`src/rtl/lc3_control_fsm_pkg.sv`:
```
// ----------------------------------------------------------------------------
// lc3_ctrl_pkg
// Shared definitions for the LC-3 control sequencer:
//   - state_t    : sequencer state encoding
//   - OP_*       : IR[15:12] opcodes the sequencer executes
//   - PCMUX_*, ALU_*, A2_* : datapath select encodings
//   - is_mem_state() : true for states that hold an SRAM access open
// ----------------------------------------------------------------------------
package lc3_ctrl_pkg;

    typedef enum logic [4:0] {
        HALTED,
        FETCH1,
        FETCH_RD,
        FETCH3,
        DECODE,
        ADD,
        AND,
        NOT,
        BR_CHK,
        BR1,
        JMP,
        JSR1,
        JSR2,
        LDR1,
        LDR_RD,
        LDR3,
        STR1,
        STR2,
        STR_WR,
        PAUSE1,
        PAUSE2
    } state_t;

    // Opcodes (IR[15:12])
    localparam logic [3:0] OP_BR    = 4'b0000;
    localparam logic [3:0] OP_ADD   = 4'b0001;
    localparam logic [3:0] OP_JSR   = 4'b0100;
    localparam logic [3:0] OP_AND   = 4'b0101;
    localparam logic [3:0] OP_LDR   = 4'b0110;
    localparam logic [3:0] OP_STR   = 4'b0111;
    localparam logic [3:0] OP_NOT   = 4'b1001;
    localparam logic [3:0] OP_JMP   = 4'b1100;
    localparam logic [3:0] OP_PAUSE = 4'b1101;

    // PC source select
    localparam logic [1:0] PCMUX_INC  = 2'b00;
    localparam logic [1:0] PCMUX_BUS  = 2'b01;
    localparam logic [1:0] PCMUX_ADDR = 2'b10;

    // ALU function select
    localparam logic [1:0] ALU_ADD   = 2'b00;
    localparam logic [1:0] ALU_AND   = 2'b01;
    localparam logic [1:0] ALU_NOT   = 2'b10;
    localparam logic [1:0] ALU_PASSA = 2'b11;

    // Address adder operand-2 select
    localparam logic [1:0] A2_ZERO  = 2'b00;
    localparam logic [1:0] A2_OFF6  = 2'b01;
    localparam logic [1:0] A2_OFF9  = 2'b10;
    localparam logic [1:0] A2_OFF11 = 2'b11;

    // States that keep an SRAM cycle open and are timed by the wait counter.
    function automatic logic is_mem_state(input state_t s);
        return (s == FETCH_RD) || (s == LDR_RD) || (s == STR_WR);
    endfunction

endpackage

```
`src/rtl/lc3_control_fsm_if.sv`:
```
// ----------------------------------------------------------------------------
// lc3_control_fsm_if
// Control bundle between the LC-3 sequencer and its datapath / SRAM.
//   Inputs to the sequencer : Run, Continue, IR[15:0], BEN
//   Register loads          : LD_MAR, LD_MDR, LD_IR, LD_BEN, LD_CC, LD_REG,
//                             LD_PC, LD_LED
//   Bus drivers             : GatePC, GateMDR, GateALU, GateMARMUX
//   Mux selects             : PCMUX, DRMUX, SR1MUX, SR2MUX, ADDR1MUX,
//                             ADDR2MUX, ALUK, MIO_EN
//   SRAM strobes (low-true) : CE, UB, LB, OE, WE
// master = sequencer side, slave = datapath side.
// ----------------------------------------------------------------------------
interface lc3_control_fsm_if;

    logic        Run;
    logic        Continue;
    logic [15:0] IR;
    logic        BEN;

    logic        LD_MAR, LD_MDR, LD_IR, LD_BEN, LD_CC, LD_REG, LD_PC, LD_LED;
    logic        GatePC, GateMDR, GateALU, GateMARMUX;
    logic [1:0]  PCMUX;
    logic        DRMUX, SR1MUX, SR2MUX, ADDR1MUX;
    logic [1:0]  ADDR2MUX;
    logic [1:0]  ALUK;
    logic        CE, UB, LB, OE, WE;
    logic        MIO_EN;

    modport master (
        input  Run, Continue, IR, BEN,
        output LD_MAR, LD_MDR, LD_IR, LD_BEN, LD_CC, LD_REG, LD_PC, LD_LED,
        output GatePC, GateMDR, GateALU, GateMARMUX,
        output PCMUX, DRMUX, SR1MUX, SR2MUX, ADDR1MUX, ADDR2MUX, ALUK,
        output CE, UB, LB, OE, WE, MIO_EN
    );

    modport slave (
        output Run, Continue, IR, BEN,
        input  LD_MAR, LD_MDR, LD_IR, LD_BEN, LD_CC, LD_REG, LD_PC, LD_LED,
        input  GatePC, GateMDR, GateALU, GateMARMUX,
        input  PCMUX, DRMUX, SR1MUX, SR2MUX, ADDR1MUX, ADDR2MUX, ALUK,
        input  CE, UB, LB, OE, WE, MIO_EN
    );

endinterface

```
`src/rtl/lc3_control_fsm_mem_wait_timer.sv`:
```
// ----------------------------------------------------------------------------
// mem_wait_timer
// 3-bit down counter that times an SRAM access.
//   Clk      : rising-edge clock
//   Reset    : synchronous, active-low; clears the count
//   load     : load load_val on the next edge (asserted when entering an
//              access state)
//   load_val : cycles-minus-one for the access
//   done     : count has reached zero -> current cycle is the last one
// The counter holds at zero instead of wrapping.
// ----------------------------------------------------------------------------
module mem_wait_timer (
    input  logic       Clk,
    input  logic       Reset,
    input  logic       load,
    input  logic [2:0] load_val,
    output logic       done
);

    logic [2:0] count;

    always_ff @(posedge Clk) begin
        if (!Reset) begin
            count <= 3'd0;
        end else if (load) begin
            count <= load_val;
        end else if (count != 3'd0) begin
            count <= count - 3'd1;
        end
    end

    assign done = (count == 3'd0);

endmodule

```
`src/rtl/lc3_control_fsm.sv`:
```
// ----------------------------------------------------------------------------
// lc3_control_fsm
// Moore-style LC-3 instruction sequencer. Steps fetch / decode / execute for
// ADD, AND, NOT, BR, JMP, JSR, LDR, STR and PAUSE; other opcodes act as NOPs.
// Every SRAM read or write is held open for MEM_WAIT cycles.
//   Clk   : rising-edge clock
//   Reset : synchronous, active-low; returns to HALTED from any state
//   bus   : lc3_control_fsm_if.master (Run/Continue/IR/BEN in, all loads,
//           gates, selects and SRAM strobes out)
// Parameter MEM_WAIT : SRAM access cycles per read/write, 1..7.
// ----------------------------------------------------------------------------
module lc3_control_fsm #(
    parameter int MEM_WAIT = 2
) (
    input  logic                  Clk,
    input  logic                  Reset,
    lc3_control_fsm_if.master     bus
);

    import lc3_ctrl_pkg::*;

    localparam logic [2:0] WAIT_LOAD = 3'(MEM_WAIT - 1);

    state_t state;
    state_t next_state;
    logic   wait_load;
    logic   wait_done;

    mem_wait_timer u_mem_wait_timer (
        .Clk      (Clk),
        .Reset    (Reset),
        .load     (wait_load),
        .load_val (WAIT_LOAD),
        .done     (wait_done)
    );

    always_ff @(posedge Clk) begin
        if (!Reset) begin
            state <= HALTED;
        end else begin
            state <= next_state;
        end
    end

    // The timer is armed on the edge that enters an access state, so the
    // first access cycle already sees MEM_WAIT-1 and the last one sees 0.
    assign wait_load = is_mem_state(next_state) && (next_state != state);

    always_comb begin
        next_state = state;
        case (state)
            HALTED:   if (bus.Run) next_state = FETCH1;
            FETCH1:   next_state = FETCH_RD;
            FETCH_RD: if (wait_done) next_state = FETCH3;
            FETCH3:   next_state = DECODE;
            DECODE: begin
                case (bus.IR[15:12])
                    OP_ADD:   next_state = ADD;
                    OP_AND:   next_state = AND;
                    OP_NOT:   next_state = NOT;
                    OP_BR:    next_state = BR_CHK;
                    OP_JMP:   next_state = JMP;
                    OP_JSR:   next_state = JSR1;
                    OP_LDR:   next_state = LDR1;
                    OP_STR:   next_state = STR1;
                    OP_PAUSE: next_state = PAUSE1;
                    default:  next_state = FETCH1;
                endcase
            end
            ADD, AND, NOT: next_state = FETCH1;
            BR_CHK:   next_state = bus.BEN ? BR1 : FETCH1;
            BR1:      next_state = FETCH1;
            JMP:      next_state = FETCH1;
            JSR1:     next_state = JSR2;
            JSR2:     next_state = FETCH1;
            LDR1:     next_state = LDR_RD;
            LDR_RD:   if (wait_done) next_state = LDR3;
            LDR3:     next_state = FETCH1;
            STR1:     next_state = STR2;
            STR2:     next_state = STR_WR;
            STR_WR:   if (wait_done) next_state = FETCH1;
            // Two-step handshake: one PAUSE completes per press/release.
            PAUSE1:   if (bus.Continue) next_state = PAUSE2;
            PAUSE2:   if (!bus.Continue) next_state = FETCH1;
            default:  next_state = HALTED;
        endcase
    end

    always_comb begin
        bus.LD_MAR     = 1'b0;
        bus.LD_MDR     = 1'b0;
        bus.LD_IR      = 1'b0;
        bus.LD_BEN     = 1'b0;
        bus.LD_CC      = 1'b0;
        bus.LD_REG     = 1'b0;
        bus.LD_PC      = 1'b0;
        bus.LD_LED     = 1'b0;
        bus.GatePC     = 1'b0;
        bus.GateMDR    = 1'b0;
        bus.GateALU    = 1'b0;
        bus.GateMARMUX = 1'b0;
        bus.PCMUX      = PCMUX_INC;
        bus.DRMUX      = 1'b0;
        bus.SR1MUX     = 1'b0;
        bus.SR2MUX     = 1'b0;
        bus.ADDR1MUX   = 1'b0;
        bus.ADDR2MUX   = A2_ZERO;
        bus.ALUK       = ALU_ADD;
        bus.CE         = 1'b1;
        bus.UB         = 1'b0;
        bus.LB         = 1'b0;
        bus.OE         = 1'b1;
        bus.WE         = 1'b1;
        bus.MIO_EN     = 1'b0;

        case (state)
            FETCH1: begin
                bus.GatePC = 1'b1;
                bus.LD_MAR = 1'b1;
                bus.PCMUX  = PCMUX_INC;
                bus.LD_PC  = 1'b1;
            end
            FETCH_RD, LDR_RD: begin
                bus.CE     = 1'b0;
                bus.OE     = 1'b0;
                bus.MIO_EN = 1'b1;
                // Capture read data only once the access time has elapsed.
                bus.LD_MDR = wait_done;
            end
            FETCH3: begin
                bus.GateMDR = 1'b1;
                bus.LD_IR   = 1'b1;
            end
            DECODE: begin
                bus.LD_BEN = 1'b1;
            end
            ADD, AND, NOT: begin
                bus.SR1MUX  = 1'b0;
                bus.SR2MUX  = bus.IR[5];
                bus.GateALU = 1'b1;
                bus.DRMUX   = 1'b0;
                bus.LD_REG  = 1'b1;
                bus.LD_CC   = 1'b1;
                case (state)
                    AND:     bus.ALUK = ALU_AND;
                    NOT:     bus.ALUK = ALU_NOT;
                    default: bus.ALUK = ALU_ADD;
                endcase
            end
            BR1: begin
                bus.ADDR1MUX = 1'b1;
                bus.ADDR2MUX = A2_OFF9;
                bus.PCMUX    = PCMUX_ADDR;
                bus.LD_PC    = 1'b1;
            end
            JMP: begin
                bus.SR1MUX   = 1'b0;
                bus.ADDR1MUX = 1'b0;
                bus.ADDR2MUX = A2_ZERO;
                bus.PCMUX    = PCMUX_ADDR;
                bus.LD_PC    = 1'b1;
            end
            JSR1: begin
                // Link: R7 <- PC (already incremented during fetch).
                bus.GatePC = 1'b1;
                bus.DRMUX  = 1'b1;
                bus.LD_REG = 1'b1;
            end
            JSR2: begin
                bus.PCMUX = PCMUX_ADDR;
                bus.LD_PC = 1'b1;
                if (bus.IR[11]) begin
                    bus.ADDR1MUX = 1'b1;
                    bus.ADDR2MUX = A2_OFF11;
                end else begin
                    // JSRR: base register through the adder with zero offset.
                    bus.ADDR1MUX = 1'b0;
                    bus.SR1MUX   = 1'b0;
                    bus.ADDR2MUX = A2_ZERO;
                end
            end
            LDR1, STR1: begin
                bus.SR1MUX     = 1'b0;
                bus.ADDR1MUX   = 1'b0;
                bus.ADDR2MUX   = A2_OFF6;
                bus.GateMARMUX = 1'b1;
                bus.LD_MAR     = 1'b1;
            end
            LDR3: begin
                bus.GateMDR = 1'b1;
                bus.DRMUX   = 1'b0;
                bus.LD_REG  = 1'b1;
                bus.LD_CC   = 1'b1;
            end
            STR2: begin
                // Source register sits in IR[11:9] for stores.
                bus.SR1MUX  = 1'b1;
                bus.ALUK    = ALU_PASSA;
                bus.GateALU = 1'b1;
                bus.MIO_EN  = 1'b0;
                bus.LD_MDR  = 1'b1;
            end
            STR_WR: begin
                bus.CE = 1'b0;
                bus.WE = 1'b0;
                bus.OE = 1'b1;
            end
            PAUSE1: begin
                bus.LD_LED = 1'b1;
            end
            default: ;
        endcase
    end

endmodule
```
`src/flat_wrapper.sv`:
```
// flat-port wrapper written by rule: the top's interface ports become plain ports
module lc3_control_fsm_flat import lc3_ctrl_pkg::*;
#(
    parameter int MEM_WAIT = 2
)
  (Clk, Reset, bus_Run, bus_Continue, bus_IR, bus_BEN, bus_LD_MAR, bus_LD_MDR, bus_LD_IR, bus_LD_BEN, bus_LD_CC, bus_LD_REG, bus_LD_PC, bus_LD_LED, bus_GatePC, bus_GateMDR, bus_GateALU, bus_GateMARMUX, bus_PCMUX, bus_DRMUX, bus_SR1MUX, bus_SR2MUX, bus_ADDR1MUX, bus_ADDR2MUX, bus_ALUK, bus_CE, bus_UB, bus_LB, bus_OE, bus_WE, bus_MIO_EN);
  lc3_control_fsm_if bus_i ();
  input  logic Clk;
  input  logic Reset;
  input wire logic [$bits(bus_i.Run)-1:0] bus_Run;
  input wire logic [$bits(bus_i.Continue)-1:0] bus_Continue;
  input wire logic [$bits(bus_i.IR)-1:0] bus_IR;
  input wire logic [$bits(bus_i.BEN)-1:0] bus_BEN;
  output wire logic [$bits(bus_i.LD_MAR)-1:0] bus_LD_MAR;
  output wire logic [$bits(bus_i.LD_MDR)-1:0] bus_LD_MDR;
  output wire logic [$bits(bus_i.LD_IR)-1:0] bus_LD_IR;
  output wire logic [$bits(bus_i.LD_BEN)-1:0] bus_LD_BEN;
  output wire logic [$bits(bus_i.LD_CC)-1:0] bus_LD_CC;
  output wire logic [$bits(bus_i.LD_REG)-1:0] bus_LD_REG;
  output wire logic [$bits(bus_i.LD_PC)-1:0] bus_LD_PC;
  output wire logic [$bits(bus_i.LD_LED)-1:0] bus_LD_LED;
  output wire logic [$bits(bus_i.GatePC)-1:0] bus_GatePC;
  output wire logic [$bits(bus_i.GateMDR)-1:0] bus_GateMDR;
  output wire logic [$bits(bus_i.GateALU)-1:0] bus_GateALU;
  output wire logic [$bits(bus_i.GateMARMUX)-1:0] bus_GateMARMUX;
  output wire logic [$bits(bus_i.PCMUX)-1:0] bus_PCMUX;
  output wire logic [$bits(bus_i.DRMUX)-1:0] bus_DRMUX;
  output wire logic [$bits(bus_i.SR1MUX)-1:0] bus_SR1MUX;
  output wire logic [$bits(bus_i.SR2MUX)-1:0] bus_SR2MUX;
  output wire logic [$bits(bus_i.ADDR1MUX)-1:0] bus_ADDR1MUX;
  output wire logic [$bits(bus_i.ADDR2MUX)-1:0] bus_ADDR2MUX;
  output wire logic [$bits(bus_i.ALUK)-1:0] bus_ALUK;
  output wire logic [$bits(bus_i.CE)-1:0] bus_CE;
  output wire logic [$bits(bus_i.UB)-1:0] bus_UB;
  output wire logic [$bits(bus_i.LB)-1:0] bus_LB;
  output wire logic [$bits(bus_i.OE)-1:0] bus_OE;
  output wire logic [$bits(bus_i.WE)-1:0] bus_WE;
  output wire logic [$bits(bus_i.MIO_EN)-1:0] bus_MIO_EN;
  assign bus_i.Run = bus_Run;
  assign bus_i.Continue = bus_Continue;
  assign bus_i.IR = bus_IR;
  assign bus_i.BEN = bus_BEN;
  assign bus_LD_MAR = bus_i.LD_MAR;
  assign bus_LD_MDR = bus_i.LD_MDR;
  assign bus_LD_IR = bus_i.LD_IR;
  assign bus_LD_BEN = bus_i.LD_BEN;
  assign bus_LD_CC = bus_i.LD_CC;
  assign bus_LD_REG = bus_i.LD_REG;
  assign bus_LD_PC = bus_i.LD_PC;
  assign bus_LD_LED = bus_i.LD_LED;
  assign bus_GatePC = bus_i.GatePC;
  assign bus_GateMDR = bus_i.GateMDR;
  assign bus_GateALU = bus_i.GateALU;
  assign bus_GateMARMUX = bus_i.GateMARMUX;
  assign bus_PCMUX = bus_i.PCMUX;
  assign bus_DRMUX = bus_i.DRMUX;
  assign bus_SR1MUX = bus_i.SR1MUX;
  assign bus_SR2MUX = bus_i.SR2MUX;
  assign bus_ADDR1MUX = bus_i.ADDR1MUX;
  assign bus_ADDR2MUX = bus_i.ADDR2MUX;
  assign bus_ALUK = bus_i.ALUK;
  assign bus_CE = bus_i.CE;
  assign bus_UB = bus_i.UB;
  assign bus_LB = bus_i.LB;
  assign bus_OE = bus_i.OE;
  assign bus_WE = bus_i.WE;
  assign bus_MIO_EN = bus_i.MIO_EN;
  lc3_control_fsm #(.MEM_WAIT(MEM_WAIT)) u_core (.Clk(Clk), .Reset(Reset), .bus(bus_i));
endmodule
```
`config.mk`:
```
export PLATFORM = sky130hd
export DESIGN_NAME = lc3_control_fsm_flat
export DESIGN_NICKNAME = d
export VERILOG_FILES = /design/src/rtl/lc3_control_fsm_pkg.sv /design/src/rtl/lc3_control_fsm_if.sv /design/src/rtl/lc3_control_fsm_mem_wait_timer.sv /design/src/rtl/lc3_control_fsm.sv /design/src/flat_wrapper.sv
export SDC_FILE = /design/constraint.sdc
export NUM_CORES = 1
export LEC_CHECK = 0
export ABC_AREA = 1
export CAP_MARGIN = 20
export CORE_ASPECT_RATIO = 1.75
export CORE_MARGIN = 3
export CORE_UTILIZATION = 45
export CTS_CLUSTER_SIZE = 25
export DETAILED_ROUTE_END_ITERATION = 16
export GPL_TIMING_DRIVEN = 1
export MAX_ROUTING_LAYER = met4
export PLACE_DENSITY = 0.87
export SETUP_SLACK_MARGIN = 0.02
export SLEW_MARGIN = 20
export SYNTH_ARGS = -nofsm -noshare
export SYNTH_HDL_FRONTEND = slang
export SYNTH_SLANG_ARGS = --single-unit
```
`constraint.sdc`:
```
create_clock -name Clk -period 2.4 [get_ports Clk]
set_input_delay 0.48 -clock Clk [delete_from_list [all_inputs] [get_ports Clk]]
set_output_delay 0.48 -clock Clk [all_outputs]
set_load 0.03 [all_outputs]
```
Yosys cells after proc, flatten, opt, wreduce, memory -nomap -nowiden
Memories as Yosys holds them, arrays and structs flattened.
Index checks and enable logic that the tools add are counted.
- flip-flop bits (word level): 8
- bits in read-only memories: 80
- input port bits: 21
- output and inout port bits: 28
- word-level logic and storage cells: 87
- memories: 1
- memories (name ; words ; width ; rd ports ; clocked after Yosys merged registers in ; write ports ; line ; source):
    (no name shown) ; 16 ; 5 ; 1 ; 0 ; 0 ; lc3_control_fsm.sv:57 ; case (bus.IR[15:12])
- add/sub/neg operators: 1
- equal/unequal tests: 24
- mux-type cells: 36
- bitwise gates (word level): 1
- reduce and logical (&&, ||, !) cells: 21
- operators by type and width (cell ; number):
    $pmux W5 S15 ; 1
    $eq A5 B4 Y1 const B ; 9
    $eq A5 B5 Y1 const B ; 6
    $mux W5 ; 6
    $mux W1 ; 21
    $eq A5 B3 Y1 const B ; 4
    $eq A5 B2 Y1 const B ; 3
    $reduce_or A3 Y1 ; 4
    $reduce_or A4 Y1 ; 3
    $reduce_or A2 Y1 ; 5
    $pmux W2 S2 ; 2
    $reduce_or A7 Y1 ; 1
    $pmux W2 S3 ; 1
    $eq A5 B1 Y1 const B ; 1
    $logic_not A5 Y1 ; 1
    $ne A5 B5 Y1 ; 1
    $reduce_or A5 Y1 ; 1
    $mux W2 ; 2
    $mux W4 ; 1
    $pmux W1 S2 ; 2
    $logic_not A3 Y1 ; 1
    $reduce_bool A3 Y1 ; 1
    $sub A3 B1 Y3 const B ; 1
    $logic_or A1 B1 Y1 ; 2
    3 further kinds ; 3

Longest topological paths before layout
Gate-level depths: netlist of run 1.
- depth after elaboration: 8
- mapped depth: 15
- gate-level depth less buffers: 15

Hierarchy
Synthesis of run 1 repeated with hierarchy kept, for this count alone.
- cell total of the unflattened synthesis: 210
- area, all modules: 1106.1 um^2
- by module, submodules not included (module ; times used ; cells each ; area an instance (um^2) ; sequential area each (um^2)):
    lc3_control_fsm ; 1 ; 181 ; 905.9 ; 100.1
    mem_wait_timer ; 1 ; 29 ; 200.2 ; 60.1

Worst setup path after synthesis of run 1
Ideal clock, no wire load.
- path type: reg-to-output
- start: reg u_core.state[1]
- end: out bus_LD_MDR
- arrival: 2029 ps
- data required time: 1920 ps
- path slack: -109 ps
- stages on the path, launching flop included: 7
- path buffers: 0
- cell sequence: dfxtp_1 nand2_2 nor2_2 nand2_1 nand2_1 inv_1 o21ai_0
- cells in the longest elaborated chain, start to end: 3
- elaborated cells on any way between the ends: 5
- ends and longest elaborated chain (what ; line ; source):
    start, declared ; lc3_control_fsm.sv:24 ; state_t state;
    start signal, assigned ; lc3_control_fsm.sv:41 ; state <= next_state;
    $eq A5 B2 Y1 or $eq A5 B4 Y1 (tied branches) ; lc3_control_fsm.sv:116 ; case (state)
    $reduce_or A2 Y1 ; lc3_control_fsm.sv:116 ;
    $pmux W1 S2 * ; lc3_control_fsm.sv:116 ;
    end, declared ; flat_wrapper.sv:15 ; output wire logic [$bits(bus_i.LD_MDR)-1:0] bus_LD_MDR;
Mark *: on every way between the ends. The rest lies on a longest branch, timed or not.

Worst setup path in the final report of run 1
- start: reg u_core.state[1]
- end: out bus_LD_IR
- cells in the longest elaborated chain, start to end: 2
- ends and longest elaborated chain (what ; line ; source):
    $eq A5 B2 Y1 ; lc3_control_fsm.sv:116 ;
    $mux W1 ; lc3_control_fsm.sv:116 ;
    end, declared ; flat_wrapper.sv:16 ; output wire logic [$bits(bus_i.LD_IR)-1:0] bus_LD_IR;
No other way between the ends.

==> impl_metrics.ini, run 1 <==
[synthesis]
ys_seq_area_frac = 0.144
ys.flop_type = dfxtp_1
synth_area_leaders = nand2_1 (16%), dfxtp_1 (14%), nor2_1 (11%)
synth_warnings = 0
post_synth.cell_area_avg_um2 = 5.63
syn_inst = 197
async_flop_share = 0
ys_seq_elements = 8
synth_top_area_share = 0.162
synth-edff-count = 0
yosysTopAreaCell = nand2_1
synth_top_family_by_area = simple AND/OR/NAND/NOR gates
synth_cell_types = 24
synth_fa_ha_area_frac = 0.0676
syn_area_mm2 = 0.00111
synth_mux_area_frac = 0
synth-simple-area-share = 0.528
yosys.area_share.xor_xnor = 0.00789
synth_compound_area_frac = 0.104

[die]
fp.dieArea_mm2 = 0.00312
row_count = 23
core_mm2 = 0.00233
fp.dieW_um = 43.5
ios = 49
start_util = 0.476
die_h_um = 71.7

[finish]
layout_common_cells = nand2_1 (48), nor2_1 (31), inv_1 (24), nand3_1 (17), dlygate4sd2_1 (17)
fillers = 230
layout.cells.non_filler = 267
layout_commonest_cell = nand2_1
antenna_cells = 0
final_util = 0.675
area_delta_synth_final_pct = 41.7
final_nets = 271
drive_above_1_share = 0.186

[critical_path]
critPathMaxFanout = 7
cp_data_required_time_ns = 1.92
cpPeakStageDelay_ns = 0.66
startpoint_type = register
timing.rr.start = u_core.state[0]
crit_chain = nand2_2, inv_1, nand3_1, inv_1, clkdlybuf4s50_1
crit_start = u_core.state[1]
arrival_ns = 1.82
cp.depth = 5
cp_num_buf_inv = 3
path_delay_family = buffers and inverters
crit_type = reg -> out
endpoint_kind = primary output
worstRegToRegCells = 14
slowest_stage = clkdlybuf4s50_1
timing.critical_path.mode_cell = inv_1

[global_route]
grt_pass1_vias = 1330
antenna_found_initial = 0
grt_overflow = 0
grtUsageTotal = 0.221
grt_pass1_wl_um = 5330
grt_max_degree = 11

[placement]
place_congestion = 0.984
portBuffers = 35
hpwl_um = 2760
dp.cells = 264

[sta]
finalCriticalPeriod_ns = 2.30
setup-violations-final = 0
min_period_over_period = 0.958
clock_skew_ns = 0.000426
max_freq_mhz = 435
hold_violations = 0
slew_violations = 0
rsz0062_at_grt = false

[clock_network]
cts_buffer_depth = 2
numCtsBuffers = 3
tritoncts = done
cts_sinks = 8
postCtsSetupBuffers = 0
cts_root_buf = clkbuf_8
htree_num_levels = 1
path_clk_slew_ns = 0.04
clk_latency_ns = 0.22

[min_path]
hold_path_depth = 2
hp-start = u_core.u_mem_wait_timer.count[1]
hold_path.class = reg -> reg

[outcome]
status = completed

[drt]
first_iter_violations = 83
postRouteAntennaNets = 0
via_per_inst = 5.13
drc = 0
vias = 1371
wl_per_cell_um = 12.1
dr.pass1.iters = 4
wl_um = 3230

[power]
pwr-share-seq = 0.229
irDropWorstVdd_mv = 0.279
clkPwrFrac = 0.197
switching_share = 0.440
switchingPower_mw = 0.352
p_int_mw = 0.448
p_leak_nw = 0.938
power_density_mw_per_mm2 = 508
p_comb_frac = 0.574
power_mw = 0.799

[run]
cap_viol_max_count = 0
-- cell type report --
type / count / area, µm² / area share
repair buffers: 45 / 417 / 0.265
clock buffers: 3 / 41.3 / 0.0263
well taps: 25 / 31.3 / 0.0199
inverters: 32 / 123 / 0.0780
multi-input cells: 154 / 798 / 0.508
flip-flops and latches: 8 / 163 / 0.103
-- cells by family (layout without fill, tap and decap cells) --
group / count (synthesis) / in the layout
buffers and inverters: 37 / 80
XOR/XNOR: 1 / 1
AO/OA/AOI/OAI: 21 / 21
flip-flops: 8 / 8
adder cells (fa/ha/maj): 6 / 6
AND/OR/NAND/NOR: 123 / 123
other: 1 / 3
-- path summary, 6_finish.rpt --
kind,to,slack [ns]
max,bus_LD_IR,0.10
min,u_core.u_mem_wait_timer.count[1],0.53
max reg2reg,u_core.u_mem_wait_timer.count[2],0.50
min reg2reg,u_core.u_mem_wait_timer.count[1],0.53
-- layer usage --
| metal | global-route usage | part of all wire | vias to the layer above |
|---|---|---|---|
| met5 | - | 0 | - |
| met4 | 0.0705 | 0.021 | 0 |
| met3 | 0.0126 | 0.044 | 10 |
| met2 | 0.445 | 0.58 | 49 |
| met1 | 0.205 | 0.36 | 610 |
| li1 | - | - | 702 |
-- sequential cells by signal (all words and copies together) (netlist names) --
register,flops
u_core.u_mem_wait_timer.count,3
u_core.state,5
-- Yosys cell counts (2+ instances only) --
library cell and n:
nand3_2 3, inv_1 25, o21ai_2 2, a21oi_1 6
nand2_2 5, nor2_4 3, dfxtp_1 8, o21ai_0 11
ha_1 6, nor2_2 7, nand4_1 7, buf_4 3
nor2_1 32, inv_2 6, nand2_1 48, nand3_1 17
-- metrics by stage --
step / hold WS, ns / instance area (µm²) / TNS (ns) / setup slack (ns)
after floorplan: 0.494 / 1120 / 0 / 0.122
after global placement: 0.511 / 1540 / 0 / 0.0313
after detailed placement: 0.533 / 1540 / -0.115 / -0.0626
after CTS: 0.546 / 1560 / 0 / 0.0440
after global routing: 0.565 / 1570 / 0 / 0.0271
final: 0.532 / 1570 / 0 / 0.100
-- worst reg2reg max path, cell delays in order (launching register included) --
cell and delay (ns):
dfxtp_1 0.33, buf_4 0.16, nor2_4 0.12, buf_4 0.17, nor2_1 0.06, nor2_1 0.16
nand3_1 0.12, nor2_2 0.16, nand2_2 0.07, nor2_1 0.10, nand2_1 0.07, nor2_2 0.07
nand2_1 0.07, nand2_1 0.09, nor2_1 0.05
-- repair_timing --
item,4_1_cts,5_1_grt
hold endpoints to repair,0,0
resized for setup,19,9
hold buffers,0,0
endpoints found under the setup margin,19,8
pin swaps,0,3
-- power by group through the flow --
stage                     combinational [mW]  sequential, mW  clock, mW
final                                  0.459           0.183      0.157
after global routing                   0.513           0.187      0.170
after detailed placement               0.474           0.184          0
after CTS                              0.461           0.183      0.163
after floorplan                        0.317           0.182          0
after global placement                 0.459           0.183          0
(Power assumes the default switching activity.)
==> run 2, diff against run 1 <==
SETUP_SLACK_MARGIN = not set   (was 0.02)
SKIP_CTS_REPAIR_TIMING = 1   (was not set)
==> impl_metrics.ini, run 2 (synthesis gave the netlist of run 1 again) <==
[outcome]
status = completed

[clock_network]
numCtsBuffers = 3
cts_root_buf = clkbuf_8
htree_num_levels = 1
path_clk_slew_ns = 0.04
cts_sinks = 8
cts_buffer_depth = 2
tritoncts = done
clk_latency_ns = 0.22

[die]
row_count = 23
start_util = 0.476
ios = 49
fp.dieArea_mm2 = 0.00312
die_h_um = 71.7
core_mm2 = 0.00233
fp.dieW_um = 43.5

[global_route]
grt_pass1_vias = 1336
grt_overflow = 0
grt_max_degree = 11
grt_pass1_wl_um = 5330
grtUsageTotal = 0.221
antenna_found_initial = 0

[critical_path]
startpoint_type = register
critPathMaxFanout = 6
crit_type = reg -> out
arrival_ns = 1.82
endpoint_kind = primary output
cp_data_required_time_ns = 1.92

[power]
power_mw = 0.812
p_leak_nw = 1.17
irDropWorstVdd_mv = 0.290
power_density_mw_per_mm2 = 496

[sta]
slew_violations = 0
rsz0062_at_grt = false
max_freq_mhz = 435
hold_violations = 0
finalCriticalPeriod_ns = 2.30
min_period_over_period = 0.958
clock_skew_ns = 0.000207
setup-violations-final = 0
hold_ws_ns = 0.532

[drt]
vias = 1395
wl_um = 3370
wl_per_cell_um = 12.6
dr_wl_met3_um = 137
wl_met1_um = 1160
top_layer = met4
first_iter_violations = 58
drc = 0
postRouteAntennaNets = 0
via_per_inst = 5.22
dr_wl_met2_um = 1980
dr.pass1.iters = 4

[finish]
regMostFlops = u_core.state
layout_common_cells = nand2_1 (48), nor2_1 (31), inv_1 (24), dlymetal6s2s_1 (22), nand3_1 (17)
largest_reg_flops = 5
final_nets = 271
layout_commonest_cell = nand2_1
antenna_cells = 0
area_delta_synth_final_pct = 47.5
drive_above_1_share = 0.186
largestRegisters = u_core.state: 5 flops, u_core.u_mem_wait_timer.count: 3 flops

[run]
cap_viol_max_count = 0

[min_path]
hold_path.class = reg -> reg

[placement]
portBuffers = 35
place_congestion = 0.984
hpwl_um = 2760
-- run 2: where the power goes --
| group | internal [mW] | switching, mW | leakage, nW |
|---|---|---|---|
| Clock | 0.108 | 0.0494 | 0.0216 |
| Combinational | 0.188 | 0.284 | 1.08 |
| Sequential | 0.162 | 0.0204 | 0.0665 |
| Total | 0.458 | 0.354 | 1.17 |
-- run 2: final timing paths --
check                                    from                                to  slack [ns]  depth (start not counted)
min reg2reg  u_core.u_mem_wait_timer.count[1]  u_core.u_mem_wait_timer.count[1]        0.53                          2
max                           u_core.state[2]                         bus_DRMUX        0.10                          4
max reg2reg                   u_core.state[4]  u_core.u_mem_wait_timer.count[2]        0.50                         14
min          u_core.u_mem_wait_timer.count[1]  u_core.u_mem_wait_timer.count[1]        0.53                          2
-- run 2: cell type report --
type                    instances  area, µm²
flip-flops and latches          8        163
repair buffers                 45        480
well taps                      25       31.3
multi-input cells             154        798
inverters                      32        123
fillers                       208        694
clock buffers                   3       41.3
-- run 2: critical path, stage by stage, from the launching register on --
cell	delay [ns]
dfxtp_1	0.36
inv_1	0.14
nand3_1	0.19
nor2_1	0.20
clkdlybuf4s50_1	0.71
-- run 2: metal layers --
layer | GRT usage | vias up
li1 | - | 705
met1 | 0.205 | 618
met2 | 0.445 | 58
met3 | 0.0126 | 14
met4 | 0.0705 | 0
met5 | - | -
-- run 2: per-stage QoR --
step	cell area (µm²)	cells	TNS [ns]	util	setup slack, ns
after global routing	1640	267	0	0.702	0.0363
after floorplan	1120	199	0	-	0.122
after global placement	1540	264	0	0.659	0.0313
final	1640	267	0	0.702	0.100
after CTS	1580	267	-1.22	0.676	-0.223
after detailed placement	1540	264	-0.115	0.659	-0.0626
